File: config.mk
export PLATFORM = sky130hd
export DESIGN_NAME = slink_tx_os_gen
export DESIGN_NICKNAME = d
export VERILOG_FILES = /design/src/rtl/slink_tx_os_gen_pkg.sv /design/src/rtl/slink_tx_os_beat.sv /design/src/rtl/slink_tx_os_gen.sv
export SDC_FILE = /design/constraint.sdc
export NUM_CORES = 1
export LEC_CHECK = 0
export CORE_UTILIZATION = 46
export CTS_BUF_LIST = sky130_fd_sc_hd__clkbuf_4 sky130_fd_sc_hd__clkbuf_8
export DETAILED_ROUTE_END_ITERATION = 6
export PLACE_DENSITY = 0.87
export SYNTH_ARGS = -nofsm -noshare
export SYNTH_HDL_FRONTEND = slang
export SYNTH_SLANG_ARGS = --single-unit
File: constraint.sdc
create_clock -name clk -period 5.7 [get_ports clk]
set_input_delay 0.57 -clock clk [delete_from_list [all_inputs] [get_ports clk]]
set_output_delay 0.57 -clock clk [all_outputs]
set_load 0.1 [all_outputs]
File: src/rtl/slink_tx_os_gen_pkg.sv
// -----------------------------------------------------------------------------
// slink_tx_os_gen_pkg
// Shared constants and types for the S-Link transmit ordered-set generator.
//   - Ordered-set symbol bytes (COM, TS1/TS2 fill, SDS header/fill)
//   - os_sel encodings
//   - Generator state encoding (also driven out on gen_state)
//   - Helpers: last beat index per lane width, os_sel -> state mapping
// -----------------------------------------------------------------------------
package slink_tx_os_gen_pkg;

  // Ordered-set symbol bytes
  localparam logic [7:0] TSX_BYTE0 = 8'hBC;  // COM, first byte of TS1/TS2
  localparam logic [7:0] TS1_BYTEX = 8'h4A;  // TS1 bytes 1..15
  localparam logic [7:0] TS2_BYTEX = 8'h45;  // TS2 bytes 1..15
  localparam logic [7:0] SDS_BYTE0 = 8'hE1;  // SDS first byte
  localparam logic [7:0] SDS_BYTEX = 8'h55;  // SDS bytes 1..15

  // os_sel encodings
  localparam logic [1:0] OS_SEL_DATA = 2'd0;
  localparam logic [1:0] OS_SEL_TS1  = 2'd1;
  localparam logic [1:0] OS_SEL_TS2  = 2'd2;
  localparam logic [1:0] OS_SEL_SDS  = 2'd3;

  localparam int          OS_BYTES = 16;
  localparam logic [15:0] CNT_MAX  = 16'hFFFF;

  typedef enum logic [2:0] {
    GEN_IDLE = 3'd0,
    GEN_TS1  = 3'd1,
    GEN_TS2  = 3'd2,
    GEN_SDS  = 3'd3,
    GEN_DATA = 3'd4
  } gen_state_e;

  // Index of the final beat of a 16-byte set for a given lane width.
  function automatic logic [3:0] last_beat(input int data_width);
    return 4'(OS_BYTES / (data_width / 8) - 1);
  endfunction

  // Ordered-set state requested by os_sel. DATA maps to SDS because data
  // may only follow a completed SDS set.
  function automatic gen_state_e sel_to_state(input logic [1:0] sel);
    case (sel)
      OS_SEL_TS1: return GEN_TS1;
      OS_SEL_TS2: return GEN_TS2;
      OS_SEL_SDS: return GEN_SDS;
      default:    return GEN_SDS;
    endcase
  endfunction

endpackage

File: src/rtl/slink_tx_os_beat.sv
// -----------------------------------------------------------------------------
// slink_tx_os_beat
// Produces one lane-beat of the current ordered set. Byte n of the set sits
// at beat n/BPB, byte lane n%BPB (lowest-numbered byte in the LSBs).
// Parameters:
//   DATA_WIDTH  bits per lane beat (8, 16 or 32)
// Ports:
//   set_type_i  current generator state (TS1/TS2/SDS produce a pattern,
//               anything else produces zero)
//   beat_idx_i  beat index within the set
//   beat_o      lane beat
// -----------------------------------------------------------------------------
module slink_tx_os_beat
  import slink_tx_os_gen_pkg::*;
#(
  parameter int DATA_WIDTH = 8
) (
  input  gen_state_e            set_type_i,
  input  logic [3:0]            beat_idx_i,
  output logic [DATA_WIDTH-1:0] beat_o
);

  localparam int BYTES_PER_BEAT = DATA_WIDTH / 8;

  logic [7:0] head_byte;
  logic [7:0] fill_byte;

  always_comb begin
    head_byte = '0;
    fill_byte = '0;
    case (set_type_i)
      GEN_TS1: begin
        head_byte = TSX_BYTE0;
        fill_byte = TS1_BYTEX;
      end
      GEN_TS2: begin
        head_byte = TSX_BYTE0;
        fill_byte = TS2_BYTEX;
      end
      GEN_SDS: begin
        head_byte = SDS_BYTE0;
        fill_byte = SDS_BYTEX;
      end
      default: ;
    endcase
  end

  // Only byte 0 of the set differs from the fill byte, and it only appears
  // in byte lane 0 of beat 0.
  genvar gi;
  generate
    for (gi = 0; gi < BYTES_PER_BEAT; gi++) begin : g_byte
      if (gi == 0) begin : g_head
        assign beat_o[7:0] = (beat_idx_i == 4'd0) ? head_byte : fill_byte;
      end else begin : g_fill
        assign beat_o[gi*8 +: 8] = fill_byte;
      end
    end
  endgenerate

endmodule

File: src/rtl/slink_tx_os_gen.sv
// -----------------------------------------------------------------------------
// slink_tx_os_gen
// S-Link transmit ordered-set generator. Emits TS1/TS2/SDS ordered sets
// (16 bytes each) on all active lanes, then passes link data through once an
// SDS set has been sent and os_sel selects DATA.
// Parameters:
//   DATA_WIDTH   bits per lane per beat (8, 16, 32)
//   NUM_LANES    physical lanes
// Ports:
//   clk, reset_n       clock, asynchronous active-low reset
//   enable             generator on; 0 returns to IDLE on the next edge
//   active_lanes       lanes 0..(1<<active_lanes)-1 are active
//   os_sel             0=DATA 1=TS1 2=TS2 3=SDS, sampled at set boundaries
//   tx_data_in/valid   link data in; tx_data_ready accepts it in DATA
//   tx_data_out        registered lane data
//   tx_data_valid_out  registered per-lane valid
//   os_boundary        combinational, high on the last beat of a set
//   gen_state          current state (IDLE=0 TS1=1 TS2=2 SDS=3 DATA=4)
// Build option:
//   SLINK_TX_OS_COUNT_EN adds ts1_sent_cnt / ts2_sent_cnt (saturating
//   counts of completed sets, cleared by reset or enable=0).
// -----------------------------------------------------------------------------
module slink_tx_os_gen
  import slink_tx_os_gen_pkg::*;
#(
  parameter int DATA_WIDTH = 8,
  parameter int NUM_LANES  = 4
) (
  input  logic                            clk,
  input  logic                            reset_n,
  input  logic                            enable,
  input  logic [2:0]                      active_lanes,
  input  logic [1:0]                      os_sel,
  input  logic [NUM_LANES*DATA_WIDTH-1:0] tx_data_in,
  input  logic                            tx_data_valid,
  output logic                            tx_data_ready,
  output logic [NUM_LANES*DATA_WIDTH-1:0] tx_data_out,
  output logic [NUM_LANES-1:0]            tx_data_valid_out,
  output logic                            os_boundary,
  output logic [2:0]                      gen_state
`ifdef SLINK_TX_OS_COUNT_EN
  ,
  output logic [15:0]                     ts1_sent_cnt,
  output logic [15:0]                     ts2_sent_cnt
`endif
);

  localparam logic [3:0] LAST_BEAT = last_beat(DATA_WIDTH);
  localparam int         LW        = NUM_LANES * DATA_WIDTH;

  gen_state_e            state_q, state_d;
  logic [3:0]            beat_q, beat_d;
  logic                  in_os_set;
  logic                  last_beat_hit;
  logic                  data_accept;
  logic [DATA_WIDTH-1:0] os_beat;
  logic [NUM_LANES-1:0]  lane_active;
  logic [LW-1:0]         data_out_d, data_out_q;
  logic [NUM_LANES-1:0]  valid_out_d, valid_out_q;

  // State register
  always_ff @(posedge clk or negedge reset_n) begin
    if (!reset_n) begin
      state_q <= GEN_IDLE;
      beat_q  <= '0;
    end else begin
      state_q <= state_d;
      beat_q  <= beat_d;
    end
  end

  // Next-state logic. os_sel only matters in IDLE, at a set boundary, or in
  // DATA; mid-set changes are ignored.
  always_comb begin
    state_d = state_q;
    beat_d  = beat_q;
    if (!enable) begin
      state_d = GEN_IDLE;
      beat_d  = '0;
    end else begin
      case (state_q)
        GEN_IDLE: begin
          state_d = sel_to_state(os_sel);
          beat_d  = '0;
        end
        GEN_TS1, GEN_TS2, GEN_SDS: begin
          if (last_beat_hit) begin
            beat_d = '0;
            if (os_sel == OS_SEL_DATA) begin
              // Data may only follow a completed SDS set.
              state_d = (state_q == GEN_SDS) ? GEN_DATA : GEN_SDS;
            end else begin
              state_d = sel_to_state(os_sel);
            end
          end else begin
            beat_d = beat_q + 4'd1;
          end
        end
        GEN_DATA: begin
          if (os_sel != OS_SEL_DATA) begin
            state_d = sel_to_state(os_sel);
            beat_d  = '0;
          end
        end
        default: begin
          state_d = GEN_IDLE;
          beat_d  = '0;
        end
      endcase
    end
  end

  // Output decode
  always_comb begin
    in_os_set     = (state_q == GEN_TS1) || (state_q == GEN_TS2) ||
                    (state_q == GEN_SDS);
    last_beat_hit = in_os_set && (beat_q == LAST_BEAT);
    tx_data_ready = (state_q == GEN_DATA) && (os_sel == OS_SEL_DATA);
    data_accept   = tx_data_ready && tx_data_valid;
  end

  assign os_boundary = last_beat_hit;
  assign gen_state   = state_q;

  // One pattern generator shared by every lane.
  slink_tx_os_beat #(
    .DATA_WIDTH (DATA_WIDTH)
  ) u_beat (
    .set_type_i (state_q),
    .beat_idx_i (beat_q),
    .beat_o     (os_beat)
  );

  genvar gi;
  generate
    for (gi = 0; gi < NUM_LANES; gi++) begin : g_lane
      assign lane_active[gi] = (32'(gi) < (32'd1 << active_lanes));
      assign data_out_d[gi*DATA_WIDTH +: DATA_WIDTH] =
          !lane_active[gi] ? '0 :
          in_os_set        ? os_beat :
          data_accept      ? tx_data_in[gi*DATA_WIDTH +: DATA_WIDTH] : '0;
      assign valid_out_d[gi] = lane_active[gi] && (in_os_set || data_accept);
    end
  endgenerate

  always_ff @(posedge clk or negedge reset_n) begin
    if (!reset_n) begin
      data_out_q  <= '0;
      valid_out_q <= '0;
    end else begin
      data_out_q  <= data_out_d;
      valid_out_q <= valid_out_d;
    end
  end

  assign tx_data_out       = data_out_q;
  assign tx_data_valid_out = valid_out_q;

`ifdef SLINK_TX_OS_COUNT_EN
  logic [15:0] ts1_cnt_q, ts1_cnt_d;
  logic [15:0] ts2_cnt_q, ts2_cnt_d;

  // A set counts as sent on the edge that leaves its final beat.
  always_comb begin
    ts1_cnt_d = ts1_cnt_q;
    ts2_cnt_d = ts2_cnt_q;
    if (!enable) begin
      ts1_cnt_d = '0;
      ts2_cnt_d = '0;
    end else if (last_beat_hit) begin
      if ((state_q == GEN_TS1) && (ts1_cnt_q != CNT_MAX)) ts1_cnt_d = ts1_cnt_q + 16'd1;
      if ((state_q == GEN_TS2) && (ts2_cnt_q != CNT_MAX)) ts2_cnt_d = ts2_cnt_q + 16'd1;
    end
  end

  always_ff @(posedge clk or negedge reset_n) begin
    if (!reset_n) begin
      ts1_cnt_q <= '0;
      ts2_cnt_q <= '0;
    end else begin
      ts1_cnt_q <= ts1_cnt_d;
      ts2_cnt_q <= ts2_cnt_d;
    end
  end

  assign ts1_sent_cnt = ts1_cnt_q;
  assign ts2_sent_cnt = ts2_cnt_q;
`endif

endmodule

# --- Word-level counts from Yosys, hierarchy flattened ---
# Cells that the tools add are included.
classes:
  n_addsub: 1
  n_lt_le_gt_ge: 4
  eq_ne: 9
  shift: 1
  muxes: 26
  n_reduce_logical: 17
ops:
  columns: ["op", "count"]
  rows:
  - ["8-bit 2-to-1 mux", 13]
  - ["1-bit by 32-bit less-than comparator with 1-bit output (first input constant)", 2]
  - ["2-bit by 32-bit less-than comparator with 1-bit output (first input constant)", 2]
  - ["1-bit by 3-bit left shift with 32-bit output (first input constant)", 1]
  - ["7-bit case mux with 3 select lines", 1]
  - ["8-bit case mux with 2 select lines", 1]
  - ["3-bit 2-to-1 mux", 5]
  - ["4-bit 2-to-1 mux", 3]
  - ["3-bit case mux with 3 select lines", 1]
  - ["4-bit case mux with 2 select lines", 1]
  - ["1-bit logical AND", 7]
  - ["3-bit by 2-bit equality test with 1-bit output (second input constant)", 2]
  - ["3-bit inequality test (second input constant)", 2]
  - ["4-bit by 1-bit adder with 4-bit output (second input constant)", 1]
  - ["4-bit equality test (second input constant)", 1]
  - ["4-bit logical NOT", 1]
  - ["2-bit case mux with 2 select lines", 1]
  - ["3-bit by 1-bit equality test with 1-bit output (second input constant)", 1]
  - ["3-bit equality test (second input constant)", 1]
  - ["3-bit logical NOT", 1]
  - ["1-bit logical OR", 3]
  - ["3-bit OR reduction", 1]
  - ["2-bit by 1-bit equality test with 1-bit output (second input constant)", 1]
  - ["2-bit equality test (second input constant)", 1]
  - ["4 further kinds", 4]
word_totals:
  regBits: 43
  in_bits: 41
  out_inout_bits: 41
  wordCells: 62

# --- Longest topological paths before layout ---
# Gate-level depths: netlist (run 1).
depth:
  word_depth: 7
  depth_mapped: 7
  mapped_depth_nobuf: 6

# --- Cells and area by module ---
# Synthesis (run 1) repeated with hierarchy kept, for this count alone.
hier_totals:
  cells_unflattened: 189
  hier_area_um2: 1891.8
by_module_without_submodules:
  columns: ["module", "instances", "cells_each", "area_each_um2", "seq_area_each_um2"]
  rows:
  - ["slink_tx_os_gen", 1, 169, 1776.7, 1076.0]
  - ["slink_tx_os_beat", 1, 20, 115.1, 0.0]

# --- Least setup slack after synthesis (run 1) ---
# Ideal clock, no wire load.
synth_path:
  path_kind: "reg-to-output"
  startpoint: "register state_q[0], in the netlist gen_state[0]"
  endpoint: "output os_boundary"
  arrival_ns: 2.745
  required_ns: 5.130
  path_slack_ns: 2.385
  stages_incl_launch_ff: 4
  n_path_buf: 1
  cell_sequence: "dfrtp_1 clkbuf_1 o21bai_1 nor2_1"
synth_via:
  elab_chain_len: 4
  word_cells_on_any_way: 6
  cone_classes: "eq/ne (3); reduce/logical (3)"
synth_lines:
  columns: ["element", "line", "rtl"]
  rows:
  - ["start, declared", "slink_tx_os_gen.sv:51", "gen_state_e state_q, state_d;"]
  - ["start signal, assigned", "slink_tx_os_gen.sv:67", "state_q <= state_d;"]
  - ["3-bit by 1-bit equality test with 1-bit output or 3-bit by 2-bit equality test with 1-bit output (tied branches)", "slink_tx_os_gen.sv:115", "in_os_set = (state_q == GEN_TS1) || (state_q == GEN_TS2) ||"]
  - ["1-bit logical OR", "slink_tx_os_gen.sv:115", null]
  - ["1-bit logical OR (*)", "slink_tx_os_gen.sv:115", null]
  - ["1-bit logical AND (*)", "slink_tx_os_gen.sv:117", "last_beat_hit = in_os_set && (beat_q == LAST_BEAT);"]
  - ["end, declared", "slink_tx_os_gen.sv:39", "output logic os_boundary,"]
# Mark *: on every way between the ends. The rest lies on a longest branch, timed or not.

# --- Worst setup path in the final report (run 1) ---
layout_path:
  startpoint: "register state_q[0], in the netlist gen_state[0]"
  endpoint: "output tx_data_ready"
layout_via:
  elab_chain_len: 2
layout_lines:
  columns: ["element", "line", "rtl"]
  rows:
  - ["3-bit equality test", "slink_tx_os_gen.sv:118", "tx_data_ready = (state_q == GEN_DATA) && (os_sel == OS_SEL_DATA);"]
  - ["1-bit logical AND", "slink_tx_os_gen.sv:118", null]
  - ["end, declared", "slink_tx_os_gen.sv:36", "output logic tx_data_ready,"]
# No other way between the ends.

==> impl_metrics.env, run 1 <==
export IMPL_synth_async_reset_ratio_pct=100
export IMPL_clk_latency_ns=0.29
export IMPL_wl_met3_um=264
export IMPL_cts_resized_gates=0
export IMPL_clk_path_buf_depth=2
export IMPL_synth_cells=182
export IMPL_synth_compound_area_share_pct=14.3
export IMPL_ant_nets=0
export IMPL_drive_above_1_share_pct=6.51
export IMPL_diodes=0
export IMPL_ios=82
export IMPL_firstDrtPassIters=4
export IMPL_end_kind="primary output"
export IMPL_path_clk_slew_ns=0.08
export IMPL_peakVddDrop_uv=277
export IMPL_cts_sinks=43
export IMPL_fillers=302
export IMPL_synth_top_family_by_area="simple AND/OR/NAND/NOR gates"
export IMPL_arrival_ns=2.73
export IMPL_topRoutingLayerUsed="met4"
export IMPL_avgSynthCellArea_sq_um=10.3
export IMPL_synth_seq_cells=43
export IMPL_synth_area_leaders="dfrtp_1 (58%), a21oi_1 (8.6%), nand2_1 (4.0%)"
export IMPL_yosysMostFrequentCell="dfrtp_1"
export IMPL_maxCapViolCount=0
export IMPL_drc=0
export IMPL_die_w_um=65.8
export IMPL_slew_headroom_pct=19.1
export IMPL_synthTopCellsByCount="dfrtp_1 (43), a21oi_1 (32), nand2_1 (20)"
export IMPL_via_count=1637
export IMPL_grt_pass1_wl_um=7400
export IMPL_initial_core_util_pct=49.6
export IMPL_hp_class="input port to asynchronous set/reset pin"
export IMPL_dpl_hpwl_um=3250
export IMPL_grt_pass1_vias=1578
export IMPL_synth_cell_types=34
export IMPL_synth_seq_area_share_pct=57.5
export IMPL_yosysWarnings=0
export IMPL_synthMuxAreaShare_pct=1.74
export IMPL_wl_per_cell_um=14.7
export IMPL_met2_length_um=2370
export IMPL_tns_ns=0
export IMPL_setup_viol=0
export IMPL_final_area_sq_um=2770
export IMPL_yosys_area_share_simple_pct=21.7
export IMPL_report_final_slew_viol_count=0
export IMPL_report_power_total_mw=1.38
export IMPL_wirelength_um=4550
export IMPL_fin_skew_ns=0.00848
export IMPL_required_ns=5.13
export IMPL_cts_buffers=5
export IMPL_cts_setup_buffers=0
export IMPL_p_per_area_nw_per_um2=499
export IMPL_fin_crit_ns=3.30
export IMPL_fin_nets=305
export IMPL_overflow=0
export IMPL_worst_pin_slew_ns=1.20
export IMPL_coreArea_sq_um=3770
export IMPL_synthAdderAreaFrac_pct=1.34
export IMPL_fin_crit_sh_pct=58.0
export IMPL_synth_xor_area_share_pct=0
export IMPL_leakagePower_nw=1.19
export IMPL_dpl_cell_area_sq_um=2690
export IMPL_port_buffers=81
export IMPL_crit_fanout=12
export IMPL_synth_area_sq_um=1870
export IMPL_vias_per_cell=5.30
export IMPL_synth_top_cell_by_area="dfrtp_1"
export IMPL_fin_util_pct=73.3
export IMPL_num_rows=22
export IMPL_synth_edff_count=0
export IMPL_cts_tree="yes"
export IMPL_m1WireLength_um=1850
export IMPL_die_area_sq_um=4330
export IMPL_track_usage_pct=23.1
export IMPL_yosys_most_used_dff="dfrtp_1"
export IMPL_area_delta_synth_final_pct=47.8
export IMPL_synth_top_area_share_pct=57.5
export IMPL_rsz0062_at_grt="no"
export IMPL_max_clock_freq_mhz=303
export IMPL_grt_max_degree=44
export IMPL_root_buffer="clkbuf_8"
export IMPL_hold_buffers=0
export IMPL_fp_dieH_um=65.8
export IMPL_worstSetupStartpointType="flip-flop"
export IMPL_path_class="flip-flop to primary output"
export IMPL_htreeDepth=2
export IMPL_drtIter0Drc=110
export IMPL_antenna_found_initial=0
export IMPL_synth_nets=225
export IMPL_gp_congestion=0.795
export IMPL_outcome="complete, no violations"
export IMPL_finalHoldViolCount=0
-- placed cells by master, fill, tap and decap left out, types with 2 or more instances in the layout --
master / count
and3_1: 3
or3_1: 2
clkbuf_8: 5
nand2_1: 20
dfrtp_1: 43
nor3_1: 12
o21ai_0: 4
mux2_2: 2
o21bai_1: 3
nand2b_1: 4
and2_1: 2
a21boi_0: 3
a21oi_1: 32
nand3_1: 3
inv_1: 2
nor2_1: 17
clkdlybuf4s50_1: 80
nor2b_1: 5
nor4_1: 2
ha_1: 2
-- report_power, final --
group	internal [mW]	switching (mW)	leakage, nW
clock network	0.0864	0.0904	0.0406
registers	0.373	0.0273	0.542
logic	0.181	0.623	0.607
total	0.640	0.740	1.19
-- cell type report --
class	count	area (sq um)	share of cell area, %
Clock buffer	6	76.3	2.76
Sequential cell	43	1080	38.9
Tap cell	48	60.1	2.17
Multi-Input combinational cell	128	732	26.5
Inverter	2	7.51	0.271
Timing Repair Buffer	82	813	29.4
-- metrics by stage --
| stage | hold slack, ns | setup WS, ns | std cells |
|---|---|---|---|
| 2_1_floorplan | 0.274 | 2.38 | 182 |
| 3_3_place_gp | 0.526 | 2.48 | 303 |
| 3_5_place_dp | 0.543 | 2.47 | 303 |
| 4_1_cts | 0.448 | 2.41 | 309 |
| 5_1_grt | 0.496 | 2.31 | 309 |
| 6_report | 0.414 | 2.40 | 309 |
-- registers in the layout, summed over array words and instances, names as in the netlist --
| signal | flops |
|---|---|
| beat_q | 4 |
| gen_state | 3 |
| tx_data_out | 32 |
| tx_data_valid_out | 4 |
-- worst paths after layout --
check	endpoint	depth (start not counted)	slack, ns	start
max	tx_data_ready	3	2.40	gen_state[0]
min	gen_state[2]	1	0.41	reset_n
max reg2reg	tx_data_out[22]	6	3.44	beat_q[0]
min reg2reg	beat_q[2]	1	0.56	beat_q[2]
max in group asynchronous	tx_data_out[27]	1	4.70	reset_n
min in group clk	beat_q[2]	1	0.56	beat_q[2]
-- worst max-delay path: stages (launching register included) --
cell             delay (ns)
dfrtp_1                0.52
or3b_4                 0.49
nor3_4                 0.25
clkdlybuf4s50_1        1.19
-- kinds of logic after synthesis --
family                   Yosys count
flip-flops                        43
AO/OA/AOI/OAI                     47
adder cells (fa/ha/maj)            2
buffers and inverters             11
AND/OR/NAND/NOR                   76
multiplexers                       3
-- routing by layer --
layer,vias to the layer above,track usage [%]
met5,-,0
met4,0,7.34
li1,787,-
met2,59,40.1
met1,784,27.6
met3,7,6.38
Power figures use the tool's default switching activity.
==> run 2: changes to the inputs <==
CORE_UTILIZATION = 43   (was 46)
PLACE_DENSITY = 0.82   (was 0.87)
clock period = 3.05 ns   (was 5.7 ns; I/O delays follow)
==> impl_metrics.env, run 2 (synthesis results as in run 1) <==
export IMPL_fin_skew_ns=0.00393
export IMPL_wirelength_um=4480
export IMPL_outcome="complete, no violations"
export IMPL_initial_core_util_pct=45.8
export IMPL_root_buffer="clkbuf_8"
export IMPL_cts_resized_gates=0
export IMPL_vias_per_cell=5.08
export IMPL_fin_crit_ns=2.25
export IMPL_fin_util_pct=68.9
export IMPL_gp_congestion=0.830
export IMPL_dpl_hpwl_um=3240
export IMPL_end_kind="primary output"
export IMPL_finalHoldViolCount=0
export IMPL_path_class="flip-flop to primary output"
export IMPL_cts_setup_buffers=0
export IMPL_htreeDepth=2
export IMPL_path_clk_slew_ns=0.08
export IMPL_clk_path_buf_depth=2
export IMPL_slew_headroom_pct=33.5
export IMPL_cts_tree="yes"
export IMPL_r2r_setup_slack_ns=0.98
export IMPL_rsz0062_at_grt="no"
export IMPL_firstDrtPassIters=4
export IMPL_ios=82
export IMPL_fp_dieH_um=68.0
export IMPL_p_per_area_nw_per_um2=956
export IMPL_diodes=0
export IMPL_grt_max_degree=44
export IMPL_leakagePower_nw=1.23
export IMPL_max_clock_freq_mhz=445
export IMPL_wl_per_cell_um=14.2
export IMPL_die_area_sq_um=4620
export IMPL_fin_crit_sh_pct=73.7
export IMPL_maxCapViolCount=0
export IMPL_fin_nets=307
export IMPL_reg2reg_from="beat_q[0]"
export IMPL_overflow=0
export IMPL_drtIter0Drc=115
export IMPL_worstSetupStartpointType="flip-flop"
export IMPL_r2r_end="tx_data_out[22]"
export IMPL_worst_pin_slew_ns=0.994
export IMPL_final_cell_mix="clkdlybuf4s50_1 (75), dfrtp_1 (42), a21oi_1 (32)"
export IMPL_coreArea_sq_um=4090
export IMPL_area_delta_synth_final_pct=50.5
export IMPL_hold_buffers=0
export IMPL_required_ns=2.74
export IMPL_drc=0
export IMPL_report_final_slew_viol_count=0
export IMPL_layout_commonest_cell="clkdlybuf4s50_1"
export IMPL_cts_sinks=43
export IMPL_port_buffers=81
export IMPL_via_count=1601
export IMPL_die_w_um=68.0
export IMPL_setup_viol=0
export IMPL_antenna_found_initial=0
export IMPL_grt_pass1_wl_um=7170
export IMPL_drive_above_1_share_pct=10.6
export IMPL_arrival_ns=1.94
export IMPL_ant_nets=0
export IMPL_largest_register_ffs=32
export IMPL_crit_fanout=12
export IMPL_peakVddDrop_uv=416
export IMPL_cts_buffers=5
export IMPL_tns_ns=0
export IMPL_num_rows=23
export IMPL_clk_latency_ns=0.29
export IMPL_track_usage_pct=21.4
export IMPL_r2r_cells=6
export IMPL_grt_pass1_vias=1547
export IMPL_hp_class="input port to asynchronous set/reset pin"
[run 2: layout make-up]
class / instances / area (sq um)
Tap cell: 50 / 62.6
Multi-Input combinational cell: 128 / 734
Fill cell: 319 / 1270
Timing Repair Buffer: 84 / 816
Clock inverter: 2 / 35.0
Sequential cell: 43 / 1080
Inverter: 2 / 7.51
Clock buffer: 6 / 82.6
[run 2: worst max-delay path: stages (launching register included)]
cell and delay (ns):
dfrtp_1 0.51, or3b_4 0.48, nor3_4 0.31, buf_4 0.35
[run 2: worst max-delay path by stage]
stage / from / endpoint / slack [ns] / cells after the start
global route: gen_state[0] / tx_data_ready / 0.70 / 3
detailed placement: beat_q[0] / tx_data_out[22] / 0.98 / 6
finish: gen_state[0] / tx_data_ready / 0.80 / 3
floorplan: gen_state[1] / gen_state[0] / 0.11 / 4
CTS: gen_state[0] / tx_data_ready / 0.80 / 3
global placement: beat_q[0] / tx_data_out[22] / 1.06 / 6
[run 2: through the flow]
stage / instance area [sq um] / instances / setup WS, ns / hold slack [ns] / total power [mW]
after floorplan: 1870 / 182 / 0.113 / 0.00941 / 1.88
after global placement: 2700 / 307 / 1.06 / 0.484 / 2.24
after detailed placement: 2700 / 307 / 0.981 / 0.489 / 2.26
after CTS: 2820 / 315 / 0.795 / 0.172 / 2.71
after global routing: 2820 / 315 / 0.700 / 0.224 / 2.80
final: 2820 / 315 / 0.802 / 0.136 / 2.69
[run 2: metal layers]
metal / global-route usage [%] / part of all wire, % / vias up
met1: 25.5 / 40 / 754
met2: 36.8 / 53 / 51
met5: 0 / 0 / -
met3: 4.00 / 5.2 / 7
met4: 10.7 / 1.5 / 0
li1: - / - / 789
[run 2: power breakdown]
group	leakage [nW]	switching, mW	internal (mW)
Combinational	0.626	1.16	0.338
Sequential	0.540	0.0479	0.696
Clock	0.0612	0.188	0.265
Total	1.23	1.39	1.30
